===== src/rtl/dsec_pkg.sv =====
// -----------------------------------------------------------------------------
// dsec_pkg
// Shared constants for the shift/concatenate packer and its neighbours.
//   DATA_W    : packed output word width in bits
//   CNT_W     : width of every bit-count field (must hold 0..DATA_W)
//   ACC_W     : width of the merge result (accumulator plus one full chunk)
//   MAX_CHUNK : largest legal chunk length in bits
// -----------------------------------------------------------------------------
package dsec_pkg;

   localparam int DATA_W    = 64;
   localparam int CNT_W     = 7;
   localparam int ACC_W     = 2 * DATA_W;
   localparam int MAX_CHUNK = 64;

endpackage : dsec_pkg


===== src/rtl/shift_concat_merge.sv =====
// -----------------------------------------------------------------------------
// shift_concat_merge
// Purely combinational datapath: masks an incoming chunk to its declared
// length, shifts it up to the current fill position and ORs it onto the
// accumulator contents.
// Ports:
//   acc_i      in  DATA_W    accumulator contents, zero above fill_i
//   fill_i     in  CNT_W     bits currently held in acc_i (0..DATA_W-1)
//   in_data_i  in  DATA_W    chunk bits, LSB-aligned, upper bits may be junk
//   in_bits_i  in  CNT_W     declared chunk length
//   combined_o out 2*DATA_W  merged bit string, LSB = oldest bit
//   n_o        out CNT_W+1   fill_i + in_bits_i
// -----------------------------------------------------------------------------
module shift_concat_merge #(
   parameter int DATA_W = dsec_pkg::DATA_W,
   parameter int CNT_W  = dsec_pkg::CNT_W
) (
   input  logic [DATA_W-1:0]   acc_i,
   input  logic [CNT_W-1:0]    fill_i,
   input  logic [DATA_W-1:0]   in_data_i,
   input  logic [CNT_W-1:0]    in_bits_i,
   output logic [2*DATA_W-1:0] combined_o,
   output logic [CNT_W:0]      n_o
);

   localparam int ACC_W = 2 * DATA_W;

   logic [DATA_W-1:0] mask;
   logic [DATA_W-1:0] masked;

   // NOTE: every variable written here gets a value before any conditional
   //       path, so no storage (latch) can be inferred.
   always_comb begin
      mask = '1;
      // Lengths of DATA_W and above keep the full word; illegal lengths are
      // rejected by the sequencer, so their merge result is never used.
      if (in_bits_i < CNT_W'(DATA_W)) begin
         mask = ~({DATA_W{1'b1}} << in_bits_i);
      end
      masked     = in_data_i & mask;
      combined_o = {{DATA_W{1'b0}}, acc_i}
                 | ({{DATA_W{1'b0}}, masked} << fill_i);
      n_o        = {1'b0, fill_i} + {1'b0, in_bits_i};
   end

   // Keeps the local width in sync with the package definition.
   logic unused_acc_w;
   assign unused_acc_w = (ACC_W == dsec_pkg::ACC_W);

endmodule : shift_concat_merge


===== src/rtl/shift_concat.sv =====
// -----------------------------------------------------------------------------
// shift_concat
// Packs variable-length compressor chunks into full DATA_W-bit words. Chunks
// are appended LSB-first; every time DATA_W bits are collected a full word is
// emitted. A flush request emits the residual partial word (zero-padded)
// on the first non-stalled cycle after it is taken.
// Ports:
//   clk         in  1       clock, rising edge
//   rst         in  1       asynchronous active-high reset
//   stall       in  1       freeze all state
//   in_valid    in  1       chunk present
//   in_data     in  DATA_W  chunk bits, LSB-aligned
//   in_bits     in  CNT_W   chunk length, legal 0..MAX_CHUNK
//   flush       in  1       request to emit the residual partial word
//   in_rdy      out 1       chunk/flush accepted this cycle
//   out_data    out DATA_W  emitted word, held between emissions
//   out_bits    out CNT_W   valid bits in out_data
//   scon_done   out 1       one-cycle pulse, out_data/out_bits fresh
//   fill        out CNT_W   bits currently held in the accumulator
//   error_bits  out 1       one-cycle pulse, oversize chunk dropped
// -----------------------------------------------------------------------------
module shift_concat #(
   parameter int DATA_W = dsec_pkg::DATA_W,
   parameter int CNT_W  = dsec_pkg::CNT_W
) (
   input  logic              clk,
   input  logic              rst,
   input  logic              stall,
   input  logic              in_valid,
   input  logic [DATA_W-1:0] in_data,
   input  logic [CNT_W-1:0]  in_bits,
   input  logic              flush,
   output logic              in_rdy,
   output logic [DATA_W-1:0] out_data,
   output logic [CNT_W-1:0]  out_bits,
   output logic              scon_done,
   output logic [CNT_W-1:0]  fill,
   output logic              error_bits
);

   localparam int              ACC_W    = 2 * DATA_W;
   localparam logic [CNT_W:0]  FULL_N   = (CNT_W + 1)'(DATA_W);
   localparam logic [CNT_W-1:0] FULL_BITS = CNT_W'(DATA_W);
   localparam logic [CNT_W-1:0] MAX_BITS  = CNT_W'(dsec_pkg::MAX_CHUNK);

   // State
   logic [DATA_W-1:0] acc_q,        acc_d;
   logic [CNT_W-1:0]  fill_q,       fill_d;
   logic              flush_pend_q, flush_pend_d;
   logic [DATA_W-1:0] out_data_q,   out_data_d;
   logic [CNT_W-1:0]  out_bits_q,   out_bits_d;
   logic              scon_done_q,  scon_done_d;
   logic              error_bits_q, error_bits_d;

   // Merge datapath results
   logic [ACC_W-1:0]  combined;
   logic [CNT_W:0]    n;

   logic accept;
   logic chunk_err;
   logic chunk_ok;

   shift_concat_merge #(
      .DATA_W (DATA_W),
      .CNT_W  (CNT_W)
   ) u_merge (
      .acc_i      (acc_q),
      .fill_i     (fill_q),
      .in_data_i  (in_data),
      .in_bits_i  (in_bits),
      .combined_o (combined),
      .n_o        (n)
   );

   // A pending flush blocks new input for exactly the cycle it executes in.
   assign in_rdy = ~stall & ~flush_pend_q;

   always_comb begin
      accept       = in_valid & in_rdy;
      chunk_err    = accept & (in_bits > MAX_BITS);
      // Zero-length chunks are accepted but touch nothing.
      chunk_ok     = accept & ~chunk_err & (in_bits != '0);

      acc_d        = acc_q;
      fill_d       = fill_q;
      flush_pend_d = flush_pend_q;
      out_data_d   = out_data_q;
      out_bits_d   = out_bits_q;
      scon_done_d  = 1'b0;
      error_bits_d = 1'b0;

      if (!stall) begin
         if (flush_pend_q) begin
            // Residual emission; an empty accumulator just clears the request.
            flush_pend_d = 1'b0;
            if (fill_q != '0) begin
               // Accumulator bits above fill are always zero, so it is
               // already the zero-padded residual word.
               out_data_d  = acc_q;
               out_bits_d  = fill_q;
               scon_done_d = 1'b1;
            end
            acc_d  = '0;
            fill_d = '0;
         end else begin
            if (chunk_err) begin
               error_bits_d = 1'b1;
            end else if (chunk_ok) begin
               if (n >= FULL_N) begin
                  out_data_d  = combined[DATA_W-1:0];
                  out_bits_d  = FULL_BITS;
                  scon_done_d = 1'b1;
                  acc_d       = combined[ACC_W-1:DATA_W];
                  fill_d      = CNT_W'(n - FULL_N);
               end else begin
                  acc_d  = combined[DATA_W-1:0];
                  fill_d = CNT_W'(n);
               end
            end
            // A chunk arriving alongside flush is merged first, then the
            // residual goes out on the following non-stalled cycle.
            if (flush) begin
               flush_pend_d = 1'b1;
            end
         end
      end
   end

   // NOTE: sequential state uses non-blocking assignments so every flop
   //       samples its _d value from before the edge.
   always_ff @(posedge clk or posedge rst) begin
      if (rst) begin
         acc_q        <= '0;
         fill_q       <= '0;
         flush_pend_q <= 1'b0;
         out_data_q   <= '0;
         out_bits_q   <= '0;
         scon_done_q  <= 1'b0;
         error_bits_q <= 1'b0;
      end else begin
         acc_q        <= acc_d;
         fill_q       <= fill_d;
         flush_pend_q <= flush_pend_d;
         out_data_q   <= out_data_d;
         out_bits_q   <= out_bits_d;
         scon_done_q  <= scon_done_d;
         error_bits_q <= error_bits_d;
      end
   end

   assign out_data   = out_data_q;
   assign out_bits   = out_bits_q;
   assign scon_done  = scon_done_q;
   assign fill       = fill_q;
   assign error_bits = error_bits_q;

endmodule : shift_concat


===== config.mk =====
export PLATFORM = sky130hd
export DESIGN_NAME = shift_concat
export DESIGN_NICKNAME = d
export VERILOG_FILES = /design/src/rtl/dsec_pkg.sv /design/src/rtl/shift_concat_merge.sv /design/src/rtl/shift_concat.sv
export SDC_FILE = /design/constraint.sdc
export NUM_CORES = 1
export LEC_CHECK = 0
export CAP_MARGIN = 40
export CELL_PAD_IN_SITES_DETAIL_PLACEMENT = 1
export CELL_PAD_IN_SITES_GLOBAL_PLACEMENT = 1
export CORE_AREA = 2 2 209 160
export DETAILED_ROUTE_END_ITERATION = 6
export DIE_AREA = 0 0 211 162
export PLACE_DENSITY = 0.95
export SETUP_SLACK_MARGIN = 0.5
export SYNTH_ARGS = -nofsm -noshare
export SYNTH_HDL_FRONTEND = slang
export SYNTH_SLANG_ARGS = --single-unit

===== constraint.sdc =====
create_clock -name clk -period 11.3 [get_ports clk]
set_input_delay 2.26 -clock clk [delete_from_list [all_inputs] [get_ports clk]]
set_output_delay 2.26 -clock clk [all_outputs]
set_load 0.05 [all_outputs]

==> results.md <==
- Fin util: 0.537
- Initial antenna violation count: 2
- Max Used Layer: met5
- Pre-CTS setup slack: 4550 ps
- Clk slew on worst S/H paths: 70 ps
- Max_slew headroom: 0.267
- Global-route wire length before repair: 122000 microns
- TritonCTS buffer count: 17
- Combinational share of power: 0.773
- Synth area leaders: dfrtp_1 (24%), o21ai_0 (6.6%), nand2_1 (5.6%)
- Clock buffer depth: 2
- Setup violators final: 0
- Die X: 211 microns
- P_sw: 4.13 mW
- Worst R2R Start: fill[0]
- Dpl hpwl: 58800 microns
- Post-synth EDFFs: 0
- I/O Pins: 157
- Crit path required time: 11670 ps
- Minimum clock period after layout: 6600 ps
- Vias in the first global route: 18.4k
- Reg power frac: 0.140
- Avg Inst Size Synth: 7.62 sq um
- Final GP Congestion: 1.04
- Sw frac: 0.617
- Hold Crit Depth: 2
- # port buffers: 156
- DR WL/cell: 34.1 microns
- Final WL: 82800 microns
- CTS tree: yes
- Synth async-reset ratio: 1.00
- H-tree lvl count: 4
- Cells after synthesis: 1962
- Reg-to-reg endpoint: acc_q[56]
- Final worst-path cycle share: 0.584
- Final TNS setup: 0 ps
- Root Buffer: clkbuf_16
- Setup crit end kind: flip-flop
- All-Layer GR Usage: 0.477
- Top FF cell, synth: dfrtp_1
- Max IR drop VDD: 196 uV
- Area occupied by multi-input gates: 0.0104 sq mm
- Postcts setup bufs: 0
- Routed wl met3: 13200 microns
- Cts hold-fix bufs: 0
- Largest net degree at the start of global routing: 91
- Synth Warn #: 0
- P_leak: 6.62 nW
- Yosys cell types: 93
- Reg area: 0.00364 sq mm
- # clock sinks: 145
- Post-synthesis cell type with the largest combined area: dfrtp_1
- GR Overflow Total: 0
- Share of the synthesized area in the top cell type: 0.243
- # DRC: 0
- Final WS setup: 4700 ps
- Slew @ Worst Pin: 1100 ps
- Cell Area, Synth: 0.0150 sq mm
- Pre-antenna DRT Iters: 7
- Count of pins over their slew limit: 0
- Fin. Hold Viols: 0
- Layout Nets: 2083
- CP max FO: 75
- R2R setup slack: 6210 ps
- Data arrival, critical path: 6970 ps
- Clk pwr share: 0.088
- Worst hold path class: flip-flop to flip-flop
- Post-synth top cells: nand2_1 (224), o21ai_0 (198), nor2_1 (172)
- Max cap viols: 0
- Site row count: 57
- Initial core utilization: 0.467
- Filler cells: 3948
- Top-count cell post-synth: nand2_1
- Sequential share of the synthesized area: 0.243
- Core ar.: 0.0320 sq mm
- Post-CTS Resized: 0
- Synthesis-stage register bit count: 145
- HP Start: out_data[18]
- DR vias/cell: 7.79
- Fmax: 0.152 GHz
- Syn-to-layout area delta: 15.1%
- Die Y: 162 microns
- Total power density per cell area: 389 mW/mm^2
- Status: complete, no violations
- Share of cells above drive strength 1: 0.100
- Unrepaired setup endpoints after global routing: no
- Worst-Skew Late Latency: 490 ps
- R2r worst-path depth: 10
- Initial DRC Count: 3644
- Wl on met1: 31900 microns
- Mapped Nets: 2046
- Die area: 0.0342 sq mm
- Routed vias: 18.9k
- WHS Endpoint: out_data[18]
- WL met2: 33200 microns
- Worst setup SP type: primary input
- Layout Skew: 35.4 ps
- Pint: 2.57 mW
- Kind of critical path: primary input to flip-flop
- ANT nets after route: 0
how the worst max path moves through the flow:
| stage | slack [ps] | from | cells after the start | to |
|---|---|---|---|---|
| final | 4700 | in_bits[1] | 14 | out_data[15] |
| after floorplan | 5150 | rst | 1 | acc_q[0] |
| after global routing | 4540 | in_bits[1] | 14 | out_data[54] |
| after global placement | 4650 | in_bits[4] | 13 | out_data[26] |
| after detailed placement | 4550 | in_bits[1] | 13 | out_data[22] |
| after CTS | 4920 | in_bits[1] | 14 | out_data[54] |
routing by layer:
metal / track usage / vias to the layer above
met4: 0.208 / 4
li1: - / 7618
met1: 0.639 / 9287
met5: 0.0244 / -
met3: 0.196 / 385
met2: 0.670 / 1593
cells in the final DEF (no fill, tap or decap), drive strengths merged, types with 11 or more instances in the layout:
master	netlist	layout
nor3	45	45
mux4	33	33
a221oi	24	24
a22o	14	14
nor2	172	172
mux2i	56	56
and2	24	24
o21ai	205	205
a22oi	30	30
o221ai	17	17
nand2b	19	19
nor4	14	14
mux2	33	33
nand4	15	15
nand2	224	224
a21oi	147	147
a32oi	11	11
nand3	53	53
o2111ai	17	17
or2	15	15
nor2b	11	11
dfrtp	145	145
o211ai	38	38
a211oi	41	41
o22ai	27	27
o211a	11	11
a21o	15	15
o21a	23	23
o31ai	26	26
buf	76	59
a31oi	28	28
clkbuf	118	19
a2111oi	16	16
a211o	13	13
or3	14	14
inv	32	35
clkdlybuf4s50	0	153
kinds of logic (layout without fill, tap and decap cells):
family | count (synthesis) | after routing | share of synthesized area
buffers and inverters | 228 | 278 | 0.0659
multiplexers | 122 | 122 | 0.112
AND/OR/NAND/NOR | 637 | 637 | 0.197
other | 0 | 1 | 0
AO/OA/AOI/OAI | 817 | 817 | 0.371
adder cells (fa/ha/maj) | 11 | 11 | 0.00920
flip-flops | 145 | 145 | 0.243
XOR/XNOR | 2 | 2 | 0.00117
worst max-delay path: stages:
cell and delay, ps:
clkdlybuf4s50_1 460, buf_4 450, inv_1 200, fa_1 470
nor2b_1 220, o31a_1 240, nand4b_1 230, nand2_2 130
buf_4 600, a21oi_1 230, nand2_4 350, buf_4 620
nand2_1 170, nand2_1 220
area by class of cell:
cell class,count,area share
Antenna cell,1,0.000145
Clock inverter,13,0.00742
Sequential cell,145,0.212
Inverter,34,0.00778
Timing Repair Buffer,212,0.115
Multi-Input combinational cell,1589,0.602
Clock buffer,19,0.0257
Tap cell,413,0.0300
power groups by stage:
stage | Clock, mW | Sequential, mW | Combinational (mW)
floorplan | 0 | 1.28 | 2.62
global placement | 0 | 0.905 | 4.63
detailed placement | 0 | 0.925 | 4.78
CTS | 0.578 | 0.923 | 4.84
global route | 0.598 | 0.952 | 5.25
finish | 0.586 | 0.936 | 5.18
stage by stage:
stage | std cells | hold slack (ps) | area, sq um | power [mW]
floorplan | 1962 | 449 | 15000 | 3.90
global placement | 2381 | 451 | 16500 | 5.54
detailed placement | 2392 | 467 | 16600 | 5.71
CTS | 2424 | 482 | 17200 | 6.35
global route | 2425 | 500 | 17200 | 6.80
finish | 2426 | 481 | 17200 | 6.70
sequential cells by signal, indices dropped and copies added, names as in the netlist:
register      cells
out_bits          7
out_data         64
acc_q            64
fill              7
scon_done         1
error_bits        1
flush_pend_q      1
No activity file was read; power rests on OpenSTA's default activity.
==> edit, RTL diff (same flow settings) <==
Set the package constant `DATA_W` to 96 (it was 64).
--- a/src/rtl/dsec_pkg.sv
+++ b/src/rtl/dsec_pkg.sv
@@ -8,7 +8,7 @@
 // -----------------------------------------------------------------------------
 package dsec_pkg;
 
-   localparam int DATA_W    = 64;
+   localparam int DATA_W    = 96;
    localparam int CNT_W     = 7;
    localparam int ACC_W     = 2 * DATA_W;
    localparam int MAX_CHUNK = 64;
Ports: changed (resized in_data and out_data); port bits go from 157 to 221. The function was not compared with the original's and may differ.
==> edit against the unedited design <==
- the run now fails in 3_1_place_gp_skip_io
- synthesized area up 43%
==> edit: results (changes against the unedited design) <==
Status
  • Status: stopped before the end
  • Stop stage: 3_1_place_gp_skip_io
  • Tool error message: [ERROR GPL-0301] Utilization 101.709 % exceeds 100%.

Synth
  • Net count after synthesis: 2882 (+41%)
  • Yosys reg bits: 209 (+44%)
  • Synth area leaders: dfrtp_1 (25%), o21ai_0 (6.0%), nand2_1 (5.4%)
  • Yosys warns: 0 (unchanged)
  • Commonest cells post-synth: nand2_1 (306), o21ai_0 (257), nor2_1 (213), a21oi_1 (209), dfrtp_1 (209)
  • Sequential share of the synthesized area: 24.5% (+0.26 points)
  • Yosys cell types: 83 (-11%)
  • Area fraction of the dominant cell type after synthesis: 24.5% (+0.26 points)
  • Synth Instances: 2766 (+41%)
  • Synth async-reset ratio: 100% (unchanged)
  • Syn_area_per_cell: 7.71 sq um (+1.1%)
## edit: cell families after synthesis
family / count (synthesis) / share of synthesized area (%)
DFF: 209 / 24.5
xor gates and xnor gates: 3 / 0.123
AOI/OAI and AO/OA: 1185 / 38.2
buffers and inverters: 303 / 5.52
muxes: 213 / 12.9
adders and majority gates: 8 / 0.505
and+or+nand+nor: 845 / 18.2
